File: config.mk
export PLATFORM = sky130hd
export DESIGN_NAME = array_method_responder
export DESIGN_NICKNAME = d
export VERILOG_FILES = /design/src/rtl/array_method_responder.sv
export SDC_FILE = /design/constraint.sdc
export NUM_CORES = 1
export LEC_CHECK = 0
export BUFFER_PORTS_ARGS = -buffer_cell sky130_fd_sc_hd__buf_2
export CORE_ASPECT_RATIO = 2
export CORE_MARGIN = 2
export CORE_UTILIZATION = 61
export DETAILED_ROUTE_END_ITERATION = 7
export GPL_ROUTABILITY_DRIVEN = 0
export PLACE_DENSITY = 0.79
export SLEW_MARGIN = 10
export SYNTH_ARGS = -nofsm -noshare
export SYNTH_HDL_FRONTEND = slang
export SYNTH_SLANG_ARGS = --single-unit
File: constraint.sdc
create_clock -name clk -period 4.8 [get_ports clk]
set_input_delay 0.48 -clock clk [delete_from_list [all_inputs] [get_ports clk]]
set_output_delay 0.48 -clock clk [all_outputs]
set_load 0.03 [all_outputs]
File: src/rtl/array_method_responder.sv
// Method-call responder that owns a DEPTH-word array behind a direct read/write port
// and implements a "check" method: optional fill with i+seed, then verify every entry.
module array_method_responder #(
    parameter int DEPTH = 16,
    parameter int AW    = 4
) (
    input  logic        clk,
    input  logic        reset,
    input  logic [31:0] arr_idx,
    input  logic        arr_we,
    input  logic [31:0] arr_in,
    output logic [31:0] arr_out,
    input  logic [31:0] check_seed,
    input  logic        check_fill,
    input  logic        check_req,
    output logic        check_busy,
    output logic        check_return,
    output logic [31:0] check_errors
);

    typedef enum logic [1:0] {
        IDLE,
        FILL,
        VERIFY,
        FLUSH
    } state_t;

    state_t        state;
    state_t        state_next;

    logic [31:0]   mem [DEPTH];
    logic [AW-1:0] idx;
    logic [31:0]   seed;
    logic [31:0]   err_cnt;
    logic [31:0]   err_next;
    logic [31:0]   rd_data;
    logic [31:0]   rd_exp;
    logic          rd_valid;

    logic          ext_in_range;
    logic [AW-1:0] ext_addr;
    logic          last_idx;
    logic          cmp_en;
    logic          mismatch;

    assign ext_in_range = (arr_idx < 32'(DEPTH));
    assign ext_addr     = arr_idx[AW-1:0];
    assign last_idx     = (idx == AW'(DEPTH - 1));
    assign mismatch     = (rd_data != rd_exp);

    // NOTE: every variable driven here gets a default first, so no path leaves a latch.
    always_comb begin
        state_next = state;
        cmp_en     = 1'b0;
        case (state)
            IDLE: begin
                if (check_req) begin
                    state_next = check_fill ? FILL : VERIFY;
                end
            end
            FILL: begin
                if (last_idx) begin
                    state_next = VERIFY;
                end
            end
            VERIFY: begin
                // The first VERIFY cycle only issues a read; nothing to compare yet.
                cmp_en = rd_valid;
                if (last_idx) begin
                    state_next = FLUSH;
                end
            end
            FLUSH: begin
                cmp_en     = 1'b1;
                state_next = IDLE;
            end
            default: state_next = IDLE;
        endcase
    end

    // Saturating increment; unreachable with DEPTH <= 1024 but kept for safety.
    assign err_next = (cmp_en && mismatch && (err_cnt != '1)) ? err_cnt + 32'd1 : err_cnt;

    // NOTE: sequential state uses non-blocking assignments so every register samples pre-edge values.
    always_ff @(posedge clk) begin
        if (reset) begin
            state        <= IDLE;
            check_busy   <= 1'b0;
            check_return <= 1'b0;
            check_errors <= '0;
            arr_out      <= '0;
            idx          <= '0;
            seed         <= '0;
            err_cnt      <= '0;
            rd_data      <= '0;
            rd_exp       <= '0;
            rd_valid     <= 1'b0;
        end else begin
            state   <= state_next;
            err_cnt <= err_next;
            arr_out <= ext_in_range ? mem[ext_addr] : '0;
            case (state)
                IDLE: begin
                    if (check_req) begin
                        seed       <= check_seed;
                        err_cnt    <= '0;
                        idx        <= '0;
                        rd_valid   <= 1'b0;
                        check_busy <= 1'b1;
                    end
                end
                FILL: begin
                    // DEPTH is a power of two, so the index wraps to 0 after the last entry.
                    idx <= idx + AW'(1);
                end
                VERIFY: begin
                    rd_data  <= mem[idx];
                    rd_exp   <= 32'(idx) + seed;
                    rd_valid <= 1'b1;
                    idx      <= idx + AW'(1);
                end
                FLUSH: begin
                    check_errors <= err_next;
                    check_return <= (err_next == '0);
                    check_busy   <= 1'b0;
                end
                default: ;
            endcase
        end
    end

    // NOTE: the array is deliberately left unreset so contents survive reset and it maps onto RAM.
    always_ff @(posedge clk) begin
        if (!reset) begin
            if (state == FILL) begin
                mem[idx] <= 32'(idx) + seed;
            end else if (state == IDLE && arr_we && ext_in_range) begin
                mem[ext_addr] <= arr_in;
            end
        end
    end

endmodule

### Yosys cells after proc, flatten, opt, wreduce, memory -nomap -nowiden

Memory sizes are Yosys's and may differ from the RTL's. A register that Yosys moved wholly into a read port is not among the register bits.
Index checks and enable logic that the tools add are counted.

| storage, ports and cells | value |
|---|---|
| bits in registers | 137 |
| bits in latches | 0 |
| RAM bits | 512 |
| memory bits (read-only) | 0 |
| input bits | 101 |
| output and inout port bits | 66 |
| word-level logic and storage cells | 66 |
| memories kept | 1 |

| operators by class | value |
|---|---|
| add/sub/neg operators | 3 |
| multiply operators | 0 |
| divide/modulo/power cells | 0 |
| magnitude comparators | 1 |
| eq/ne operators | 9 |
| shift-type cells | 0 |
| multiplexer cells | 25 |
| bitwise operators | 1 |
| reduce and logical (&&, ||, !) cells | 17 |

Memory list:

| memory | depth | bits a word | rd ports | clocked after memory_dff | wr ports | line | text |
|---|---|---|---|---|---|---|---|
| mem | 16 | 32 | 2 | 2 | 1 | 31 | `logic [31:0] mem [DEPTH];` |

Operator list:

| cell | number |
|---|---|
| $mux 32 | 4 |
| $add 32x1->32 const B | 1 |
| $add 4x32->32 | 1 |
| $logic_not 32->1 | 1 |
| $lt 32x5->1 const B | 1 |
| $ne 32x32->1 | 1 |
| $ne 32x32->1 const B | 1 |
| $reduce_or 32->1 | 1 |
| $mux 1 | 10 |
| $mux 2 | 4 |
| $mux 4 | 2 |
| $pmux 2 s4 | 1 |
| $pmux 4 s2 | 1 |
| $reduce_and 2->1 | 4 |
| $ne 2x2->1 const B | 3 |
| $pmux 1 s2 | 3 |
| $reduce_bool 2->1 | 3 |
| $add 4x1->4 const B | 1 |
| $eq 2x2->1 const B | 2 |
| $eq 4x4->1 const B | 1 |
| $logic_and 1x1->1 | 4 |
| $reduce_or 2->1 | 2 |
| $reduce_and 3->1 | 1 |
| $eq 2x1->1 const B | 1 |
| other kinds (2) | 2 |

### Logic depth before layout (Yosys ltp)

| depth | value |
|---|---|
| depth in word-level cells | 9 |
| gate-level depth with buffers | 14 |
| mapped depth without buffers | 12 |

### Worst setup path after synthesis

OpenSTA, ideal clock, no wires.

| timing path | value |
|---|---|
| kind | in2reg |
| start | in arr_idx[24] |
| end | mem mem[9][0], enable pin |
| library setup time | 0.421 ns |
| arrival time | 3.734 ns |
| required time | 4.379 ns |
| slack | 0.645 ns |
| stages on the path | 8 |
| path buffers | 1 |
| cells stage by stage | or4_1 -> nor4_1 -> nand4_1 -> or3_1 -> clkbuf_1 -> nor3b_1 -> a31oi_1 -> nor2_1 |

| on the way | value |
|---|---|
| cells in the longest elaborated chain, start to end | 8 |
| elaborated cells between the ends (all ways) | 9 |
| those cells by class | 1 x order compare; 6 x mux; 2 x reduce/logical |

Ends and longest elaborated chain:

| item | line | text |
|---|---|---|
| start: declaration | 9 | `input logic [31:0] arr_idx,` |
| $lt 32x5->1 * | 46 | `assign ext_in_range = (arr_idx < 32'(DEPTH));` |
| $logic_and 1x1->1 * | 137 | `end else if (state == IDLE && arr_we && ext_in_range) begin` |
| $mux 1 * | 137 |  |
| $mux 1 * | 135 | `if (state == FILL) begin` |
| $mux 1 * | 134 | `if (!reset) begin` |
| $mux 1 (not written as such) * | 138 | `mem[ext_addr] <= arr_in;` |
| $reduce_or 32->1 (no source line) | n/a |  |
| $mux 4 (no source line) or $mux 1 (tied branches) | n/a |  |
| end: declaration | 31 |  |

Mark *: on every way between the ends. The rest lies on a longest branch, timed or not.

### Worst setup path after layout

| timing path | value |
|---|---|
| start | reg idx[1] |
| end | mem mem[13][27] (data pin) |

| on the way | value |
|---|---|
| cells in the longest elaborated chain, start to end | 2 |

Ends and longest elaborated chain:

| item | line | text |
|---|---|---|
| start: declaration | 32 | `logic [AW-1:0] idx;` |
| start signal: assignment | 114 | `idx <= idx + AW'(1);` |
| start signal: assignment | 120 | `idx <= idx + AW'(1);` |
| $add 4x32->32 | 136 | `mem[idx] <= 32'(idx) + seed;` |
| $mux 32 (no source line) | n/a |  |

No other way between the ends.

==> metrics <==
status=finished, final reports clean; WP data arrival=4.46 ns; met3 wire length=9581 um; adder-cell share of the synthesized area=0.4507%; top cells by area, synth=edfxtp_1 48%, mux4_2 22%, dfxtp_1 12%, nor2_1 2.4%, xnor2_1 1.7%; type of origin of the critical path=flip-flop; multiplexer share of the synthesized area=23.75%; asr flop ratio synth=0%; Die Y=328.9 um; postcts setup bufs=0; Vias/cell=7.056; Worst Hold Path EP=seed[11]$_SDFFE_PP0P_; Rows=119; Max Cap Viol=0; Largest delay share family, worst path=compound AO/OA/AOI/OAI gates; synth warn=0; Ports=167; worst min path class=input port to flip-flop; R2R Setup Slk=0.62 ns; Core Region=52410 um^2; clk_lat worst skew=0.65 ns; period utilization=87.06%; Synth Area in Compound Gates=3.450%; Setup TNS=0 ns; Fin. Hold Viols=0; CP Max Fanout=16; top cell type by total area after synthesis=edfxtp_1; TritonRoute pass-1 iters=5; path depth of the worst reg2reg path=11; Finished Cell Area=36050 um^2; RR Startpoint=idx[1]$_SDFFE_PP0P_; number of cells on the worst hold path=3; max layer used=met4; Antenna Violating Nets Remaining=0; Critical Path End Type=flip-flop; layout net count=2287; largest family of logic cells by synthesized area=multiplexers; leakage power=11.84 nW; Worst-path clk slew=0.07 ns; worst hold slack=0.07576 ns; fin cells=2890; initial antenna violation count=2; Vias=20390; register area share after synthesis=60.24%; Inserted Clock Buffers=58; Area Growth Syn to Fin=11.95%; Critical-path top delay cell=a21oi_1; beginning of the worst hold path=check_seed[11]; layout cell share with drive strength beyond 1=31.60%; worst setup path category=flip-flop to flip-flop; Starting Density=61.44%; Synth Area in XOR/XNOR=2.774%; measured slew at the worst slew-check pin=1.219 ns; routed wire length per instance=32.52 um; max frequency=239.3 MHz; commonest cells after routing, fill and taps aside=512 x edfxtp_1, 320 x mux4_2, 198 x dfxtp_1; Slew Limit Fails=0; overflow left after global routing=0; fin crit period=4.179 ns; die width=166.5 um; Reg2Reg Capture Point=mem[13][27]$_DFFE_PP_; DRT iter0 DRCs=2450; synth unique cells=58; Worst Path Buf+Inv=1; HPWL Detailed=61190 um; WL final=93990 um; Rel. slew slack=18.72%; Synth Net Count=2128; post-CTS sizing=0; Post-Synthesis Cells=2016; area share of and/or/nand/nor cells after synthesis=7.336%; Post-DP Area=34050 um^2; post-synthesis register bit count=713; CTS tree=built; placed cell count=2780; maximum VDD drop=0.3518 mV; EDFF count, synth=512; Inserted Diodes=0; Post-Syn Area=32200 um^2; Sink Count=713; die area=54760 um^2; RSZ-0062 raised after global routing=false; syn_area_per_cell=15.97 um^2; Setup violations, final=0; met2 wire length=48200 um; CTS H-Tree Depth=2; worst path required time=5.08 ns; Port-buffer cells=166; Cell Pwr Density=449.7 nW/um^2; CP Cell Sequence=ha_1 -> a21o_1 -> a21oi_1 -> o21bai_1 -> buf_4 -> nand2_1 -> nor3_1 -> and2_1 -> nand2_1 -> xor2_1 -> a21oi_1; largest net degree at the start of global routing=99; CTS Root Buffer Type=clkbuf_16; vias in the first global route=21170; top_reg_cell synth=edfxtp_1; post-synth top area share=47.74%; first-pass GRT wire length=137900 um; GRT Total Usage=34.83%; CTS max path bufs=3; Fin Clk Skew=0.02014 ns; M1 WL=28140 um; Hold Buf Count CTS=0; most common cell after layout, fill and taps aside=edfxtp_1; Residual DRC=0; Critical Path Max Stage Delay=0.95 ns
[tightest hold or removal path, cell delays in order]
cell and delay (ns):
buf_2 0.09, nand2_1 0.04, a21oi_1 0.05
[cell usage after synthesis (36+ instances only)]
| library cell | count |
|---|---|
| edfxtp_1 | 512 |
| mux4_2 | 320 |
| nor2_1 | 206 |
| dfxtp_1 | 201 |
| nand2_1 | 109 |
| clkbuf_1 | 100 |
| a21oi_1 | 68 |
| a211oi_1 | 66 |
| xnor2_1 | 64 |
| mux2i_1 | 44 |
| xor2_1 | 38 |
| nor2b_1 | 36 |
[kinds of logic after synthesis]
| logic type | count (synthesis) |
|---|---|
| flops | 713 |
| simple gates | 494 |
| mux | 364 |
| compound gates | 170 |
| buf+inv | 162 |
| xor+xnor | 102 |
| fa+ha+maj | 11 |
[report_power, final]
group	switching (mW)	internal (mW)
clock network	2.28	2.74
registers	0.243	7.13
logic	2.20	1.63
[layer usage]
metal  up-vias  track usage [%]
met1     10200            39.13
met2      1508            60.48
li1       8276                -
met4         0            23.97
met3       405            6.344
met5         -                0
[metrics by stage]
step | total power, mW | util [%] | worst slack (ns)
final | 16.21 | 68.78 | 0.6211
after global routing | 16.69 | 68.78 | 0.5609
after CTS | 16.22 | 68.77 | 0.8272
after detailed placement | 11.28 | 64.96 | 0.7356
after global placement | 11.17 | 64.96 | 0.8742
after floorplan | 10.08 | - | 0.6449
[sequential cells by signal, indices dropped and copies added, names as in the netlist]
name          count
rd_data          32
seed             32
mem             512
check_busy        1
arr_out          32
err_cnt          32
rd_valid          1
state             2
check_errors     32
rd_exp           32
check_return      1
idx               4
[cell type report]
class,instances,area [um^2]
clock buffer,75,1587
clock inverter,35,407.9
fill,3331,16360
inverter,22,82.58
multi-input combinational,1141,12300
sequential,713,19410
tap,665,832.0
timing repair buffer,239,1430
[how the worst max path moves through the flow]
stage / startpoint / end / slack (ns) / depth (start not counted)
4_1_cts: seed[0]$_SDFFE_PP0P_ / mem[14][28]$_DFFE_PP_ / 0.83 / 12
6_report: idx[1]$_SDFFE_PP0P_ / mem[13][27]$_DFFE_PP_ / 0.62 / 11
2_1_floorplan: arr_idx[24] / mem[9][0]$_DFFE_PP_ / 0.64 / 8
5_1_grt: idx[1]$_SDFFE_PP0P_ / mem[8][29]$_DFFE_PP_ / 0.56 / 11
3_3_place_gp: arr_idx[24] / mem[12][7]$_DFFE_PP_ / 0.87 / 7
3_5_place_dp: arr_idx[24] / mem[12][13]$_DFFE_PP_ / 0.74 / 7
No activity file was read; power rests on OpenSTA's default activity.
